[src/rtl/twi_responder_if.sv]
// twi_responder_if: open-drain TWI pad lines between the bus master (or pad model) and the target.
interface twi_responder_if;
  logic iScl;
  logic iSda;
  logic oSdaLow;

  modport slave (input iScl, input iSda, output oSdaLow);
  modport master (output iScl, output iSda, input oSdaLow);
endinterface

[src/rtl/twi_responder.sv]
// twi_responder: TWI (I2C) target serving a byte-wide register file with an auto-incrementing pointer.
// Optional SCL stuck-low recovery is enabled by defining TWI_RESPONDER_TIMEOUT_EN.
module twi_responder #(
  parameter logic [6:0] DEV_ADDR       = 7'h76,
  parameter int         NUM_REGS       = 16,
  parameter int         FILTER_LEN     = 3,
  parameter int         TIMEOUT_CYCLES = 65535,
  localparam int        PW             = (NUM_REGS > 1) ? $clog2(NUM_REGS) : 1
) (
  input  logic                  iClk,
  input  logic                  iRst,
  twi_responder_if.slave        twiBus,
  input  logic                  iLocalWrEn,
  input  logic [PW-1:0]         iLocalAddr,
  input  logic [7:0]            iLocalData,
  output logic [NUM_REGS*8-1:0] oRegs,
  output logic                  oWrStrobe,
  output logic [PW-1:0]         oWrAddr,
  output logic [7:0]            oWrData,
  output logic                  oBusy
);
  localparam int FCW = (FILTER_LEN > 1) ? $clog2(FILTER_LEN + 1) : 1;

  localparam logic [3:0] IDLE      = 4'd0;
  localparam logic [3:0] ADDR      = 4'd1;
  localparam logic [3:0] ADDR_ACK  = 4'd2;
  localparam logic [3:0] PTR       = 4'd3;
  localparam logic [3:0] PTR_ACK   = 4'd4;
  localparam logic [3:0] WRITE     = 4'd5;
  localparam logic [3:0] WRITE_ACK = 4'd6;
  localparam logic [3:0] READ      = 4'd7;
  localparam logic [3:0] READ_ACK  = 4'd8;
  localparam logic [3:0] IGNORE    = 4'd9;

  // Index 1 is SCL, index 0 is SDA throughout the conditioning path.
  logic [1:0]     sync1_r, sync2_r, filt_r, prev_r;
  logic [FCW-1:0] fltCnt_r [2];

  logic [3:0]            state_r;
  logic [3:0]            bitCnt_r;
  logic [7:0]            shift_r, txShift_r;
  logic [PW-1:0]         ptr_r;
  logic                  rw_r, mAck_r;
  logic [NUM_REGS*8-1:0] regs_r;
  logic                  sdaLow_r, busy_r, wrStrobe_r;
  logic [PW-1:0]         wrAddr_r;
  logic [7:0]            wrData_r;

  logic          sclF_s, sdaF_s, sclRise_s, sclFall_s, startEvt_s, stopEvt_s, toFire_s;
  logic [7:0]    rxByte_s, curReg_s;
  logic [PW-1:0] ptrNext_s;

  assign sclF_s     = filt_r[1];
  assign sdaF_s     = filt_r[0];
  assign sclRise_s  = sclF_s & ~prev_r[1];
  assign sclFall_s  = ~sclF_s & prev_r[1];
  assign startEvt_s = sclF_s & prev_r[1] & prev_r[0] & ~sdaF_s;
  assign stopEvt_s  = sclF_s & prev_r[1] & ~prev_r[0] & sdaF_s;
  assign rxByte_s   = {shift_r[6:0], sdaF_s};
  assign curReg_s   = regs_r[ptr_r*8 +: 8];
  assign ptrNext_s  = (ptr_r == PW'(NUM_REGS - 1)) ? '0 : ptr_r + PW'(1);

  // Synchronize SCL/SDA and accept a new level only after FILTER_LEN matching samples.
  always_ff @(posedge iClk) begin
    if (iRst) begin
      sync1_r <= 2'b11;
      sync2_r <= 2'b11;
      filt_r  <= 2'b11;
      prev_r  <= 2'b11;
      for (int i = 0; i < 2; i++) fltCnt_r[i] <= '0;
    end else begin
      sync1_r <= {twiBus.iScl, twiBus.iSda};
      sync2_r <= sync1_r;
      prev_r  <= filt_r;
      for (int i = 0; i < 2; i++) begin
        if (sync2_r[i] == filt_r[i]) begin
          fltCnt_r[i] <= '0;
        end else if (fltCnt_r[i] == FCW'(FILTER_LEN - 1)) begin
          filt_r[i]   <= sync2_r[i];
          fltCnt_r[i] <= '0;
        end else begin
          fltCnt_r[i] <= fltCnt_r[i] + FCW'(1);
        end
      end
    end
  end

`ifdef TWI_RESPONDER_TIMEOUT_EN
  localparam int TW = $clog2(TIMEOUT_CYCLES + 1);
  logic [TW-1:0] toCnt_r;
  logic          active_s;

  assign active_s = (state_r != IDLE) && (state_r != IGNORE);
  assign toFire_s = active_s && !sclF_s && (toCnt_r == TW'(TIMEOUT_CYCLES - 1));

  // Count consecutive SCL-low cycles while a transfer is in flight.
  always_ff @(posedge iClk) begin
    if (iRst) begin
      toCnt_r <= '0;
    end else if (!active_s || sclF_s || toFire_s) begin
      toCnt_r <= '0;
    end else begin
      toCnt_r <= toCnt_r + TW'(1);
    end
  end
`else
  assign toFire_s = 1'b0;
`endif

  // Protocol FSM, register file and bus-write reporting; the bus write is last so it wins a collision.
  always_ff @(posedge iClk) begin
    if (iRst) begin
      state_r    <= IDLE;
      bitCnt_r   <= 4'd0;
      shift_r    <= 8'd0;
      txShift_r  <= 8'd0;
      ptr_r      <= '0;
      rw_r       <= 1'b0;
      mAck_r     <= 1'b0;
      regs_r     <= '0;
      sdaLow_r   <= 1'b0;
      busy_r     <= 1'b0;
      wrStrobe_r <= 1'b0;
      wrAddr_r   <= '0;
      wrData_r   <= 8'd0;
    end else begin
      wrStrobe_r <= 1'b0;
      if (iLocalWrEn && (int'(iLocalAddr) < NUM_REGS)) regs_r[iLocalAddr*8 +: 8] <= iLocalData;

      if (stopEvt_s || toFire_s) begin
        state_r  <= IDLE;
        sdaLow_r <= 1'b0;
        busy_r   <= 1'b0;
      end else if (startEvt_s) begin
        state_r  <= ADDR;
        bitCnt_r <= 4'd0;
        sdaLow_r <= 1'b0;
      end else begin
        case (state_r)
          ADDR, PTR, WRITE: begin
            if (sclRise_s) begin
              shift_r  <= rxByte_s;
              bitCnt_r <= bitCnt_r + 4'd1;
              if (state_r == WRITE && bitCnt_r == 4'd7) begin
                regs_r[ptr_r*8 +: 8] <= rxByte_s;
                wrStrobe_r <= 1'b1;
                wrAddr_r   <= ptr_r;
                wrData_r   <= rxByte_s;
              end
            end else if (sclFall_s && bitCnt_r == 4'd8) begin
              bitCnt_r <= 4'd0;
              if (state_r == ADDR) begin
                if (shift_r[7:1] == DEV_ADDR) begin
                  state_r  <= ADDR_ACK;
                  sdaLow_r <= 1'b1;
                  busy_r   <= 1'b1;
                  rw_r     <= shift_r[0];
                end else begin
                  state_r <= IGNORE;
                end
              end else if (state_r == PTR) begin
                if (int'(shift_r) < NUM_REGS) begin
                  ptr_r    <= shift_r[PW-1:0];
                  state_r  <= PTR_ACK;
                  sdaLow_r <= 1'b1;
                end else begin
                  state_r <= IGNORE;
                end
              end else begin
                state_r  <= WRITE_ACK;
                sdaLow_r <= 1'b1;
              end
            end
          end
          ADDR_ACK: begin
            if (sclFall_s) begin
              bitCnt_r <= 4'd0;
              if (rw_r) begin
                state_r   <= READ;
                txShift_r <= curReg_s;
                sdaLow_r  <= ~curReg_s[7];
              end else begin
                state_r  <= PTR;
                sdaLow_r <= 1'b0;
              end
            end
          end
          PTR_ACK: begin
            if (sclFall_s) begin
              state_r  <= WRITE;
              sdaLow_r <= 1'b0;
            end
          end
          WRITE_ACK: begin
            if (sclFall_s) begin
              ptr_r    <= ptrNext_s;
              state_r  <= WRITE;
              sdaLow_r <= 1'b0;
            end
          end
          READ: begin
            if (sclRise_s) begin
              bitCnt_r <= bitCnt_r + 4'd1;
            end else if (sclFall_s) begin
              // The pointer advances once per byte sent, whatever the master answers.
              if (bitCnt_r == 4'd8) begin
                state_r  <= READ_ACK;
                sdaLow_r <= 1'b0;
                ptr_r    <= ptrNext_s;
              end else begin
                txShift_r <= {txShift_r[6:0], 1'b0};
                sdaLow_r  <= ~txShift_r[6];
              end
            end
          end
          READ_ACK: begin
            if (sclRise_s) begin
              mAck_r <= ~sdaF_s;
            end else if (sclFall_s) begin
              bitCnt_r <= 4'd0;
              if (mAck_r) begin
                state_r   <= READ;
                txShift_r <= curReg_s;
                sdaLow_r  <= ~curReg_s[7];
              end else begin
                state_r <= IGNORE;
              end
            end
          end
          IDLE, IGNORE: begin
            sdaLow_r <= 1'b0;
          end
          default: begin
            state_r  <= IDLE;
            sdaLow_r <= 1'b0;
          end
        endcase
      end
    end
  end

  assign twiBus.oSdaLow = sdaLow_r;
  assign oRegs          = regs_r;
  assign oWrStrobe      = wrStrobe_r;
  assign oWrAddr        = wrAddr_r;
  assign oWrData        = wrData_r;
  assign oBusy          = busy_r;
endmodule

[src/flat_wrapper.sv]
// flat-port wrapper written by rule: the top's interface ports become plain ports
module twi_responder_flat 
#(
  parameter logic [6:0] DEV_ADDR       = 7'h76,
  parameter int         NUM_REGS       = 16,
  parameter int         FILTER_LEN     = 3,
  parameter int         TIMEOUT_CYCLES = 65535,
  localparam int        PW             = (NUM_REGS > 1) ? $clog2(NUM_REGS) : 1
)
  (iClk, iRst, iLocalWrEn, iLocalAddr, iLocalData, oRegs, oWrStrobe, oWrAddr, oWrData, oBusy, twiBus_iScl, twiBus_iSda, twiBus_oSdaLow);
  twi_responder_if twiBus_i ();
  input  logic iClk;
  input  logic iRst;
  input  logic iLocalWrEn;
  input  logic [PW-1:0] iLocalAddr;
  input  logic [7:0] iLocalData;
  output logic [NUM_REGS*8-1:0] oRegs;
  output logic oWrStrobe;
  output logic [PW-1:0] oWrAddr;
  output logic [7:0] oWrData;
  output logic oBusy;
  input wire logic [$bits(twiBus_i.iScl)-1:0] twiBus_iScl;
  input wire logic [$bits(twiBus_i.iSda)-1:0] twiBus_iSda;
  output wire logic [$bits(twiBus_i.oSdaLow)-1:0] twiBus_oSdaLow;
  assign twiBus_i.iScl = twiBus_iScl;
  assign twiBus_i.iSda = twiBus_iSda;
  assign twiBus_oSdaLow = twiBus_i.oSdaLow;
  twi_responder #(.DEV_ADDR(DEV_ADDR), .NUM_REGS(NUM_REGS), .FILTER_LEN(FILTER_LEN), .TIMEOUT_CYCLES(TIMEOUT_CYCLES)) u_core (.iClk(iClk), .iRst(iRst), .twiBus(twiBus_i), .iLocalWrEn(iLocalWrEn), .iLocalAddr(iLocalAddr), .iLocalData(iLocalData), .oRegs(oRegs), .oWrStrobe(oWrStrobe), .oWrAddr(oWrAddr), .oWrData(oWrData), .oBusy(oBusy));
endmodule
[config.mk]
export PLATFORM = sky130hd
export DESIGN_NAME = twi_responder_flat
export DESIGN_NICKNAME = d
export VERILOG_FILES = /design/src/rtl/twi_responder_if.sv /design/src/rtl/twi_responder.sv /design/src/flat_wrapper.sv
export SDC_FILE = /design/constraint.sdc
export NUM_CORES = 1
export LEC_CHECK = 0
export BUFFER_PORTS_ARGS = -buffer_cell sky130_fd_sc_hd__buf_4
export CORE_ASPECT_RATIO = 0.6
export CORE_UTILIZATION = 30
export DETAILED_ROUTE_END_ITERATION = 10
export PLACE_DENSITY = 0.61
export SETUP_SLACK_MARGIN = 0.05
export SYNTH_ARGS = -nofsm -noshare
export SYNTH_HDL_FRONTEND = slang
export SYNTH_SLANG_ARGS = --single-unit
[constraint.sdc]
create_clock -name iClk -period 3.3 [get_ports iClk]
set_input_delay 0.66 -clock iClk [delete_from_list [all_inputs] [get_ports iClk]]
set_output_delay 0.66 -clock iClk [all_outputs]
set_load 0.02 [all_outputs]
==> key figures, run 1 <==
Power and ir drop
  – Portion of total power attributed to sequential cells: just under 50%
  – Part of the total power dissipated in the clock network: 42.8%
  – Power per unit of standard cell area: 348 mW/mm^2
  – Cell internal pwr: ~0.0034 W
  – Pleak: roughly 5.2 nW
  – Peak ir drop on the vdd network: around 0.37 mV
  – Switching Share: a little over a quarter
  – Net Sw Power: 0.00128 W
  – Power share of the combinational group: 8.5%

Routing
  – Residual DRC count: 0
  – Average vias per placed instance: 6.06
  – Wirelength per Cell: 27.4 microns
  – Wirelength, routed: between 50 and 60 mm
  – Total via count after detailed routing: about 12,000
  – Drt initial violations: 1,636
  – Post-detailed-route count of antenna-violating nets: 0
  – DRT Pass-1 Iters: 6

Worst hold path
  – Launch instance of the worst min-delay path: twiBus_iSda
  – Hold/Removal Path Class: input pin to flip-flop
  – Endpoint of the worst hold-timing path: u_core.sync1_r[0]
  – Cells on Worst Hold Path: 2

Floorplanning
  – Initial core utilization: a little under a third
  – Standard-cell rows: 54
  – Horiz. Die Dim: approximately 250 microns
  – Die height: 151 microns
  – IO Count: 160
  – Die ar.: 0.0377 sq mm
  – Standard cell core area: 0.0363 sq mm

STA
  – Worst slew margin: between 40 and 50%
  – Worst-margin pin slew: about 0.79 ns
  – Max frequency: 0.351 GHz
  – Total Negative Setup Slacks: 0 ns
  – Final setup violation count: 0
  – Share of the clock period used by the worst path after layout: 86.3%
  – Clock skew: 0.0172 ns
  – Setup repair after global routing missed its margin: no
  – Clock period minus worst slack: 2.85 ns
  – Endpoints failing hold: 0
  – Slew Viols, Final: 0

Clocking
  – H-tree levels: 4
  – Clk root buf: sky130_fd_sc_hd__clkbuf_16
  – Clk_lat worst skew: about 0.46 ns
  – Clk sinks: 184
  – Setup bufs post-CTS: 0
  – Total CTS buffers: 17
  – # resized after CTS: 0
  – Number of buffers between clock root and the deepest sink: 2
  – Clock transition at the registers of the reported paths: 0.07 ns
  – CTS tree: built
  – Number of hold buffers added after cts: 0

GRT
  – Gr ovfl total: 0
  – Global-route usage over all layers: 27.8%
  – Number of global-route vias before repair: around 11,000
  – Global-route wire length before repair: 75.5 mm
  – Largest net degree at the start of global routing: 64
  – Initial antenna violation count: 2

Flow run
  – Max-cap violation count: 0

Run status
  – Outcome: finished clean

Critical path
  – Startpoint class of the critical path: flip-flop
  – Register-to-register setup slack: 0.45 ns
  – Critical path peak fanout: 15
  – Arr. time, crit path: 3.18 ns
  – R2R depth: 4
  – Worst r2r src: u_core.state_r[0]
  – Capture instance of the worst register-to-register path: u_core.oRegs[42]
  – Worst Setup End Kind: flip-flop
  – Critical Setup Path Class: flip-flop to flip-flop
  – Required time at the endpoint of the critical path: 3.63 ns

Layout
  – Most common cell after layout, fill and taps aside: sky130_fd_sc_hd__buf_4
  – Total number of nets in the final design: 1,446
  – Non-filler instance count after layout: 1,909
  – Most frequent cells in the layout: sky130_fd_sc_hd__buf_4, sky130_fd_sc_hd__dfxtp_1, sky130_fd_sc_hd__nand2_1
  – Area growth, synth to finish: 21.1%
  – Fraction of layout cells with a size suffix above 1: 26.0%
  – Post-Layout Inst Area: 0.0134 sq mm

Synth
  – Distinct cell type count after synthesis: 86
  – Portion of the post-synthesis area used by sequential elements: 33.7%
  – Post-synthesis area per instance: 8.62 sq um
  – Yosys synthesis warning count: 0
  – Count of state elements after synthesis: 184
  – Instance count of the mapped netlist: about 1,300
  – Mapped Area: 0.0111 sq mm
  – Async SR Flop Fraction: 0%
  – Number of enable-type register cells in the synthesized netlist: 4
  – Most used DFF post-synth: sky130_fd_sc_hd__dfxtp_1

Placed design
  – Placed Instances: 1,877
  – Area after DPL: 0.0128 sq mm
  – Count of buffers inserted at the top-level ports: 159
  – Half-perimeter wire length after detailed placement: roughly 40 mm
  – Final GP Congestion: 0.970
[flip-flops by register name, summed over array words and instances, names as in the netlist, 2 cells and up]
signal,count
u_core.state_r,4
u_core.ptr_r,4
u_core.oWrData,8
u_core.prev_r,2
u_core.txShift_r,7
u_core.bitCnt_r,4
u_core.sync2_r,2
u_core.shift_r,8
u_core.oRegs,128
u_core.oWrAddr,4
u_core.fltCnt_r,4
u_core.filt_r,2
u_core.sync1_r,2
[per-layer routing]
| metal | global-route usage (%) | up-vias | wire length, microns | part of all wire (%) |
|---|---|---|---|---|
| li1 | - | 5024 | - | - |
| met1 | 41.0 | 5643 | 23600 | 45 |
| met2 | 34.4 | 835 | 18900 | 36 |
| met3 | 13.5 | 73 | 8710 | 17 |
| met4 | 7.07 | 2 | 1010 | 1.9 |
| met5 | 1.30 | - | 63 | 0.12 |
[critical path, stage by stage, from the launching register on]
cell,delay (ns)
sky130_fd_sc_hd__dfxtp_1,0.72
sky130_fd_sc_hd__nand4bb_4,0.30
sky130_fd_sc_hd__nor3_4,0.64
sky130_fd_sc_hd__nand4_1,0.54
sky130_fd_sc_hd__a311oi_1,0.49
[cells by family after synthesis]
kind of cell / count (synthesis) / share of synthesized area (%)
buffers and inverters: 138 / 5.97
muxes: 88 / 11.4
AOI/OAI and AO/OA: 381 / 24.8
and+or+nand+nor: 475 / 22.6
DFF: 184 / 33.7
other: 1 / 0.0339
xor gates and xnor gates: 7 / 0.554
adders and majority gates: 9 / 1.02
[power groups by stage]
stage          clock, W  sequential, W  combinational, W
3_3_place_gp          0        0.00232          0.000374
5_1_grt         0.00209        0.00227          0.000410
2_1_floorplan         0        0.00232          0.000208
6_report        0.00199        0.00227          0.000396
4_1_cts         0.00202        0.00227          0.000377
3_5_place_dp          0        0.00232          0.000376
[cells in the mapped netlist (5+ instances only)]
master	number	share of area [%]
sky130_fd_sc_hd__a311oi_1	24	1.9
sky130_fd_sc_hd__mux2i_1	58	5.3
sky130_fd_sc_hd__a211oi_1	49	3.3
sky130_fd_sc_hd__xnor2_1	5	0.40
sky130_fd_sc_hd__nand3_1	38	1.7
sky130_fd_sc_hd__inv_1	18	0.61
sky130_fd_sc_hd__and2_1	13	0.74
sky130_fd_sc_hd__o21ai_0	58	2.6
sky130_fd_sc_hd__dfxtp_1	180	33
sky130_fd_sc_hd__nor2_1	100	3.4
sky130_fd_sc_hd__a311oi_2	16	2.2
sky130_fd_sc_hd__ha_1	9	1.0
sky130_fd_sc_hd__a2111oi_0	9	0.71
sky130_fd_sc_hd__clkbuf_1	76	2.6
sky130_fd_sc_hd__nor2b_1	14	0.79
sky130_fd_sc_hd__buf_1	6	0.20
sky130_fd_sc_hd__nand2b_1	6	0.34
sky130_fd_sc_hd__a211oi_2	25	2.8
sky130_fd_sc_hd__mux4_2	30	6.1
sky130_fd_sc_hd__or2_2	5	0.28
sky130_fd_sc_hd__nand3b_1	8	0.54
sky130_fd_sc_hd__buf_6	14	1.4
sky130_fd_sc_hd__buf_2	19	0.86
sky130_fd_sc_hd__nand4_1	10	0.57
sky130_fd_sc_hd__a21oi_1	135	6.1
sky130_fd_sc_hd__and3_1	26	1.5
sky130_fd_sc_hd__a31oi_1	12	0.68
sky130_fd_sc_hd__a21boi_0	14	0.95
sky130_fd_sc_hd__nor3_1	50	2.3
sky130_fd_sc_hd__nand2_1	158	5.4
[cell type report]
class                      count  area, sq um
timing repair buffer         235         1770
clock inverter                 9         67.6
clock buffer                  22          474
inverter                      18         67.6
sequential                   184         3730
multi-input combinational    964         6680
antenna                        1         2.50
tap                          476          596
fill                        3752        22900
[stage by stage]
stage          hold slack [ns]  setup WS (ns)  util, %  power (W)
6_report                 0.385          0.452     36.9    0.00465
5_1_grt                  0.373          0.358     36.9    0.00477
4_1_cts                  0.369          0.581     36.9    0.00466
3_5_place_dp             0.402          0.261     35.4    0.00269
3_3_place_gp             0.395          0.312     35.4    0.00269
2_1_floorplan            0.389          0.209        -    0.00252
[worst max path at each step]
stage / endpoint / depth (start not counted) / startpoint / slack [ns]
floorplan: u_core.oRegs[19] / 11 / u_core.ptr_r[2] / 0.21
global placement: u_core.oRegs[83] / 8 / iLocalAddr[0] / 0.31
detailed placement: u_core.oRegs[98] / 8 / iLocalAddr[2] / 0.26
CTS: u_core.oRegs[42] / 4 / u_core.state_r[0] / 0.58
global route: u_core.oRegs[42] / 4 / u_core.state_r[0] / 0.36
finish: u_core.oRegs[42] / 4 / u_core.state_r[0] / 0.45
Note: power is estimated with default switching activity, not from simulation.
==> run 2, diff against run 1 <==
--- a/config.mk
+++ b/config.mk
@@ -11,3 +11,3 @@
 export DETAILED_ROUTE_END_ITERATION = 10
-export PLACE_DENSITY = 0.61
+export PLACE_DENSITY = 0.46
 export SETUP_SLACK_MARGIN = 0.05
==> constraint.sdc (replaced) <==
create_clock -name iClk -period 3.3 [get_ports iClk]
set_input_delay 0.165 -clock iClk [delete_from_list [all_inputs] [get_ports iClk]]
set_output_delay 0.165 -clock iClk [all_outputs]
set_load 0.02 [all_outputs]
==> run 2 against run 1 <==
First-iteration DRC count decreased by 9.8%. Hold slack got worse by 0.33 ns. Core utilization hardly changed. Global-route usage rose by 0.13 points. Sequential power is essentially flat. Sequential cell count did not move. Highest routed layer is now met4.
==> key figures, run 2 (synthesis results as in run 1) <==
Run status
  – Outcome: finished clean

Layout
  – Fraction of layout cells with a size suffix above 1: 26.0% (-0.034 points)
  – Largest register FFs: 128 (unchanged)
  – Total number of nets in the final design: 1,443 (-0.21%)
  – Non-filler instance count after layout: 1,906 (-0.16%)
  – Area of the multi-input gates: 0.00670 sq mm (+0.26%)
  – Post-Layout Inst Area: 0.0134 sq mm (about the same)
  – Fill cell count: 3,804 (+1.4%)
  – Area growth, synth to finish: 21.2% (about the same)
  – Most frequent cells in the layout: sky130_fd_sc_hd__buf_4, sky130_fd_sc_hd__dfxtp_1, sky130_fd_sc_hd__nand2_1
  – Most common cell after layout, fill and taps aside: sky130_fd_sc_hd__buf_4
  – Diodes inserted: 0 (-1)
  – Register cell area after layout: 0.00373 sq mm (unchanged)

Flow run
  – Max-cap violation count: 0 (unchanged)

Clocking
  – Number of buffers between clock root and the deepest sink: 2 (unchanged)
  – CTS tree: built
  – Clk root buf: sky130_fd_sc_hd__clkbuf_16
  – Number of hold buffers added after cts: 2 (+2)
  – Clk sinks: 184 (unchanged)
  – Total CTS buffers: 17 (unchanged)
  – Clk_lat worst skew: 0.46 ns (about the same)
  – H-tree levels: 4 (unchanged)
  – # resized after CTS: 0 (unchanged)
  – Clock transition at the registers of the reported paths: 0.08 ns (about the same)
  – Setup bufs post-CTS: 0 (unchanged)

Floorplanning
  – Horiz. Die Dim: 250 microns (unchanged)
  – Standard cell core area: 0.0363 sq mm (unchanged)
  – IO Count: 160 (unchanged)
  – Initial core utilization: 30.5% (unchanged)
  – Die height: 151 microns (unchanged)
  – Die ar.: 0.0377 sq mm (unchanged)
  – Standard-cell rows: 54 (unchanged)

STA
  – Slew Viols, Final: 0 (unchanged)
  – Max frequency: 0.337 GHz (-3.9%)
  – Endpoints failing hold: 0 (unchanged)
  – Setup repair after global routing missed its margin: no
  – Final setup violation count: 0 (unchanged)
  – Worst-margin pin slew: 1.01 ns (+0.228 ns)
  – Worst slew margin: 31.9% (-15 points)
  – Clock skew: 0.0129 ns (-0.00430 ns)
  – Share of the clock period used by the worst path after layout: 89.9% (+3.5 points)
  – Clock period minus worst slack: 2.97 ns (+0.117 ns)
  – Total Negative Setup Slacks: 0 ns (unchanged)

Critical path
  – Slowest cell on the critical path: sky130_fd_sc_hd__nor3_1
  – Total buffers and inverters traversed by the critical path: 1 (+1)
  – Required time at the endpoint of the critical path: 3.67 ns (+0.04 ns)
  – Critical path's largest stage delay: 0.81 ns (+0.09 ns)
  – R2R depth: 6 (+2)
  – Startpoint class of the critical path: flip-flop
  – Critical path peak fanout: 26 (+11)
  – Capture instance of the worst register-to-register path: u_core.oRegs[99]
  – Critical Setup Path Class: flip-flop to flip-flop
  – Arr. time, crit path: 3.33 ns (+0.15 ns)
  – Cell-by-cell trace of the critical path: buf_4 -> or3_1 -> nand3_1 -> nor3_1 -> nor2_1 -> a211oi_1
  – Worst Setup End Kind: flip-flop
  – Top Family by Delay on Critical Path: simple AND/OR/NAND/NOR gates
  – Register-to-register setup slack: 0.33 ns (-0.12 ns)
  – Worst r2r src: u_core.ptr_r[1]

Routing
  – Residual DRC count: 0 (unchanged)
  – Total via count after detailed routing: 11,200 (-3.2%)
  – Drt initial violations: 1,475 (-9.8%)
  – DRT Pass-1 Iters: 5 (-1)
  – Wirelength, routed: 52.4 mm (+0.26%)
  – Average vias per placed instance: 5.88 (-3.0%)
  – Post-detailed-route count of antenna-violating nets: 0 (unchanged)
  – Wirelength per Cell: 27.5 microns (+0.42%)

Placed design
  – Count of buffers inserted at the top-level ports: 159 (unchanged)
  – Area after DPL: 0.0128 sq mm (-0.16%)
  – Placed Instances: 1,872 (-0.27%)
  – Half-perimeter wire length after detailed placement: 40.0 mm (-0.11%)
  – Final GP Congestion: 0.978 (+0.85%)

GRT
  – M3 GR Usage: 12.1% (-1.3 points)
  – Met2 routing resource usage after global routing: 35.2% (+0.77 points)
  – Routing usage on met1: 42.0% (+1.1 points)
  – Global-route wire length before repair: 75.1 mm (-0.51%)
  – Gr ovfl total: 0 (unchanged)
  – Global route hottest layer: met1
  – Global-route usage over all layers: 28.0% (+0.13 points)
  – Initial antenna violation count: 0 (-2)
  – Number of global-route vias before repair: 10,300 (-4.3%)
  – Largest net degree at the start of global routing: 95 (+48%)

Power and ir drop
  – Peak ir drop on the vdd network: 0.333 mV (-11%)
  – Pleak: 5.24 nW (about the same)
  – Power per unit of standard cell area: 352 mW/mm^2 (+1.2%)

Worst hold path
  – Endpoint of the worst hold-timing path: u_core.oRegs[42]
  – Cells on Worst Hold Path: 3 (+1)
  – Launch instance of the worst min-delay path: iLocalData[2]
  – Hold/Removal Path Class: input pin to flip-flop
-- run 2: cell types whose count changed in the layout (fill, tap and decap cells not counted), sizes merged --
cell / before / now
inv: 21 / 27
buf: 235 / 230
clkinvlp: 4 / 2
clkbuf: 22 / 17
clkinv: 2 / 4
diode: 1 / 0
dlygate4sd3: 0 / 2
-- run 2: worst reg2reg max path, delay by kind of cell, from the launching register on --
kind	cells	cell delay [ns]
buf+inv	1	0.48
simple gates	4	1.52
flops	1	0.65
compound gates	1	0.23
-- run 2: stage by stage --
| stage | hold WS [ns] | util, % | worst slack (ns) | total power [W] |
|---|---|---|---|---|
| after floorplan | 0.269 | - | 0.209 | 0.00252 |
| after global placement | 0.352 | 35.3 | 0.526 | 0.00271 |
| after detailed placement | 0.354 | 35.3 | 0.439 | 0.00271 |
| after CTS | 0.0249 | 36.9 | 0.423 | 0.00473 |
| after global routing | 0.0389 | 36.9 | 0.236 | 0.00486 |
| final | 0.0598 | 36.9 | 0.335 | 0.00471 |
-- run 2: layout make-up --
type | count | area share, %
Clock inverter | 15 | 0.971
Inverter | 18 | 0.504
Timing Repair Buffer | 232 | 13.1
Multi-Input combinational cell | 964 | 50.0
Tap cell | 476 | 4.45
Sequential cell | 184 | 27.8
Clock buffer | 17 | 3.18
-- run 2: worst max path at each step --
| stage | from | cells past startpoint | to | slack, ns |
|---|---|---|---|---|
| CTS | u_core.ptr_r[1] | 8 | u_core.oRegs[16] | 0.42 |
| floorplan | u_core.ptr_r[2] | 11 | u_core.oRegs[19] | 0.21 |
| detailed placement | u_core.ptr_r[1] | 8 | u_core.oRegs[16] | 0.44 |
| global route | u_core.ptr_r[1] | 8 | u_core.oRegs[90] | 0.24 |
| finish | u_core.ptr_r[1] | 6 | u_core.oRegs[99] | 0.33 |
| global placement | u_core.ptr_r[1] | 6 | u_core.oRegs[99] | 0.53 |
-- run 2: routing by layer --
layer / wire length [microns] / vias to the layer above
met5: 0 / -
met4: 810 / 0
met3: 7130 / 48
met2: 19400 / 642
met1: 25100 / 5494
li1: - / 5028
-- run 2: power breakdown --
group          leakage (nW)  total, W  switching, W  internal, W
Clock                 0.270   0.00203       0.00104     0.000994
Sequential             1.49   0.00226     0.0000171      0.00224
Combinational          3.48  0.000417      0.000307     0.000110
Total                  5.24   0.00471       0.00136      0.00335
==> run 3, diff against run 2 <==
- CORE_ASPECT_RATIO: 0.6 -> unset
==> run 3 against run 2 <==
Via count down 1.0%. Clock skew down 0.0021 ns. Combinational power down 7.0%. Critical path type unchanged.
==> key figures, run 3 (synthesis results as in run 1) <==
Power and ir drop
  – Total power: 0.00486 W (+3.2%)
  – Part of the total power dissipated in the clock network: 45.4% (+2.2 points)
  – Net Sw Power: 0.00128 W (-6.1%)
  – Portion of total power attributed to sequential cells: 46.6% (-1.4 points)
  – Power per unit of standard cell area: 367 mW/mm^2 (+4.3%)
  – Power share of the combinational group: 8.0% (-0.8 points)
  – Switching Share: 26.3% (-2.6 points)
  – Cell internal pwr: 0.00358 W (+7.0%)
  – Peak ir drop on the vdd network: 0.318 mV (-4.5%)
  – Pleak: 5.16 nW (-1.6%)

Routing
  – Average vias per placed instance: 5.94 (+0.92%)
  – Wirelength, routed: 51.5 mm (-1.8%)
  – Drt initial violations: 1,146 (-22%)
  – Post-detailed-route count of antenna-violating nets: 0 (unchanged)
  – Total via count after detailed routing: 11,100 (-1.0%)
  – Wirelength per Cell: 27.5 microns (+0.17%)
  – DRT Pass-1 Iters: 5 (unchanged)
  – Residual DRC count: 0 (unchanged)

Clocking
  – Setup bufs post-CTS: 0 (unchanged)
  – Clk_lat worst skew: 0.45 ns (about the same)
  – Number of hold buffers added after cts: 2 (unchanged)
  – # resized after CTS: 0 (unchanged)
  – Clk sinks: 184 (unchanged)
  – Clk root buf: sky130_fd_sc_hd__clkbuf_16
  – H-tree levels: 4 (unchanged)
  – Number of buffers between clock root and the deepest sink: 2 (unchanged)
  – Total CTS buffers: 17 (unchanged)
  – Clock transition at the registers of the reported paths: 0.07 ns (about the same)
  – CTS tree: built

Layout
  – Largest register FFs: 128 (unchanged)
  – Non-filler instance count after layout: 1,869 (-1.9%)
  – Final Util: 36.9% (about the same)
  – Most frequent cells in the layout: sky130_fd_sc_hd__buf_4, sky130_fd_sc_hd__dfxtp_1, sky130_fd_sc_hd__nand2_1
  – Fill cell count: 3,764 (-1.1%)
  – Area growth, synth to finish: 19.8%
  – Diodes inserted: 0 (unchanged)
  – Most common cell after layout, fill and taps aside: sky130_fd_sc_hd__buf_4
  – Total number of nets in the final design: 1,422 (-1.5%)
  – Fraction of layout cells with a size suffix above 1: 24.7% (-1.3 points)

Floorplanning
  – Initial core utilization: 30.8% (+0.31 points)
  – Die ar.: 0.0376 sq mm (about the same)
  – Standard cell core area: 0.0359 sq mm (-1.0%)
  – IO Count: 160 (unchanged)
  – Die height: 194 microns (+29%)
  – Horiz. Die Dim: 194 microns (-22%)
  – Standard-cell rows: 69 (+28%)

Worst hold path
  – Cells on Worst Hold Path: 3 (unchanged)
  – Hold/Removal Path Class: input pin to flip-flop

Critical path
  – Arr. time, crit path: 3.21 ns (-0.12 ns)
  – R2R depth: 5 (-1)
  – Critical path peak fanout: 15 (-42%)
  – Critical Setup Path Class: flip-flop to flip-flop
  – Required time at the endpoint of the critical path: 3.63 ns (-0.04 ns)
  – Startpoint class of the critical path: flip-flop
  – Worst Setup End Kind: flip-flop

STA
  – Endpoints failing hold: 0 (unchanged)
  – Worst-margin pin slew: 1.19 ns (+0.179 ns)
  – Max frequency: 0.347 GHz (+2.8%)
  – Final setup violation count: 0 (unchanged)
  – Worst slew margin: 20.5% (-11 points)
  – Setup repair after global routing missed its margin: no
  – Share of the clock period used by the worst path after layout: 87.4% (-2.5 points)
  – Clock period minus worst slack: 2.88 ns (-0.0817 ns)
  – Total Negative Setup Slacks: 0 ns (unchanged)
  – Slew Viols, Final: 0 (unchanged)
  – Clock skew: 0.0108 ns (-0.00208 ns)

Flow run
  – Max-cap violation count: 0 (unchanged)

Run status
  – Outcome: finished clean

GRT
  – Gr ovfl total: 0 (unchanged)
  – Global-route wire length before repair: 74.1 mm (-1.4%)
  – Global-route usage over all layers: 26.9% (-1.1 points)
  – Largest net degree at the start of global routing: 87 (-8.4%)
  – Number of global-route vias before repair: 10,400 (+1.5%)
  – Initial antenna violation count: 0 (unchanged)

Placed design
  – Placed Instances: 1,836 (-1.9%)
  – Count of buffers inserted at the top-level ports: 159 (unchanged)
  – Half-perimeter wire length after detailed placement: 37.9 mm (-5.2%)
  – Final GP Congestion: 0.946 (-3.2%)
## run 3: changes by cell type in the layout (fill, tap and decap cells not counted), sizes merged
cell,change
clkbuf,+3
buf,-21
bufinv,+3
inv,-7
## run 3: final timing paths
path	startpoint	endpoint	slack (ns)
max reg2reg	u_core.state_r[0]	u_core.txShift_r[6]	0.42
min	iLocalData[7]	u_core.oRegs[47]	0.07
min reg2reg	u_core.sync1_r[0]	u_core.sync2_r[0]	0.42
max	u_core.state_r[0]	u_core.txShift_r[6]	0.42
## run 3: power by group through the flow
stage                     registers (W)  clock network, W  logic, W
after floorplan                 0.00232                 0  0.000208
after global placement          0.00232                 0  0.000375
after detailed placement        0.00232                 0  0.000374
after CTS                       0.00227           0.00223  0.000376
after global routing            0.00227           0.00232  0.000404
final                           0.00227           0.00221  0.000388
## run 3: worst max-delay path: stages, from the launching register on
cell and delay, ns:
sky130_fd_sc_hd__dfxtp_1 0.72, sky130_fd_sc_hd__nand2b_1 0.40, sky130_fd_sc_hd__o21ai_0 0.80, sky130_fd_sc_hd__a21oi_1 0.27, sky130_fd_sc_hd__a2111oi_0 0.48, sky130_fd_sc_hd__nor2_1 0.09
## run 3: stage by stage
stage | hold slack (ns) | worst slack (ns) | cell area [sq um]
finish | 0.0672 | 0.417 | 13300
CTS | 0.0524 | 0.424 | 13300
floorplan | 0.269 | 0.209 | 11100
global placement | 0.359 | 0.344 | 12600
global route | 0.0647 | 0.225 | 13300
detailed placement | 0.354 | 0.454 | 12600
## run 3: per-layer routing
metal	wire (microns)	vias to the layer above	global-route usage, %
met5	0	-	0
met4	1900	0	11.6
met3	4180	89	5.60
met2	21800	549	38.8
met1	23600	5483	38.4
li1	-	4974	-
## run 3: cell type report
cell class	count	area, sq um	share of cell area (%)
clock buffers	20	457	3.45
clock inverters	11	146	1.10
inverters	18	67.6	0.510
multi-input cells	964	6680	50.4
flip-flops and latches	184	3730	28.1
well taps	461	577	4.35
repair buffers	211	1590	12.0
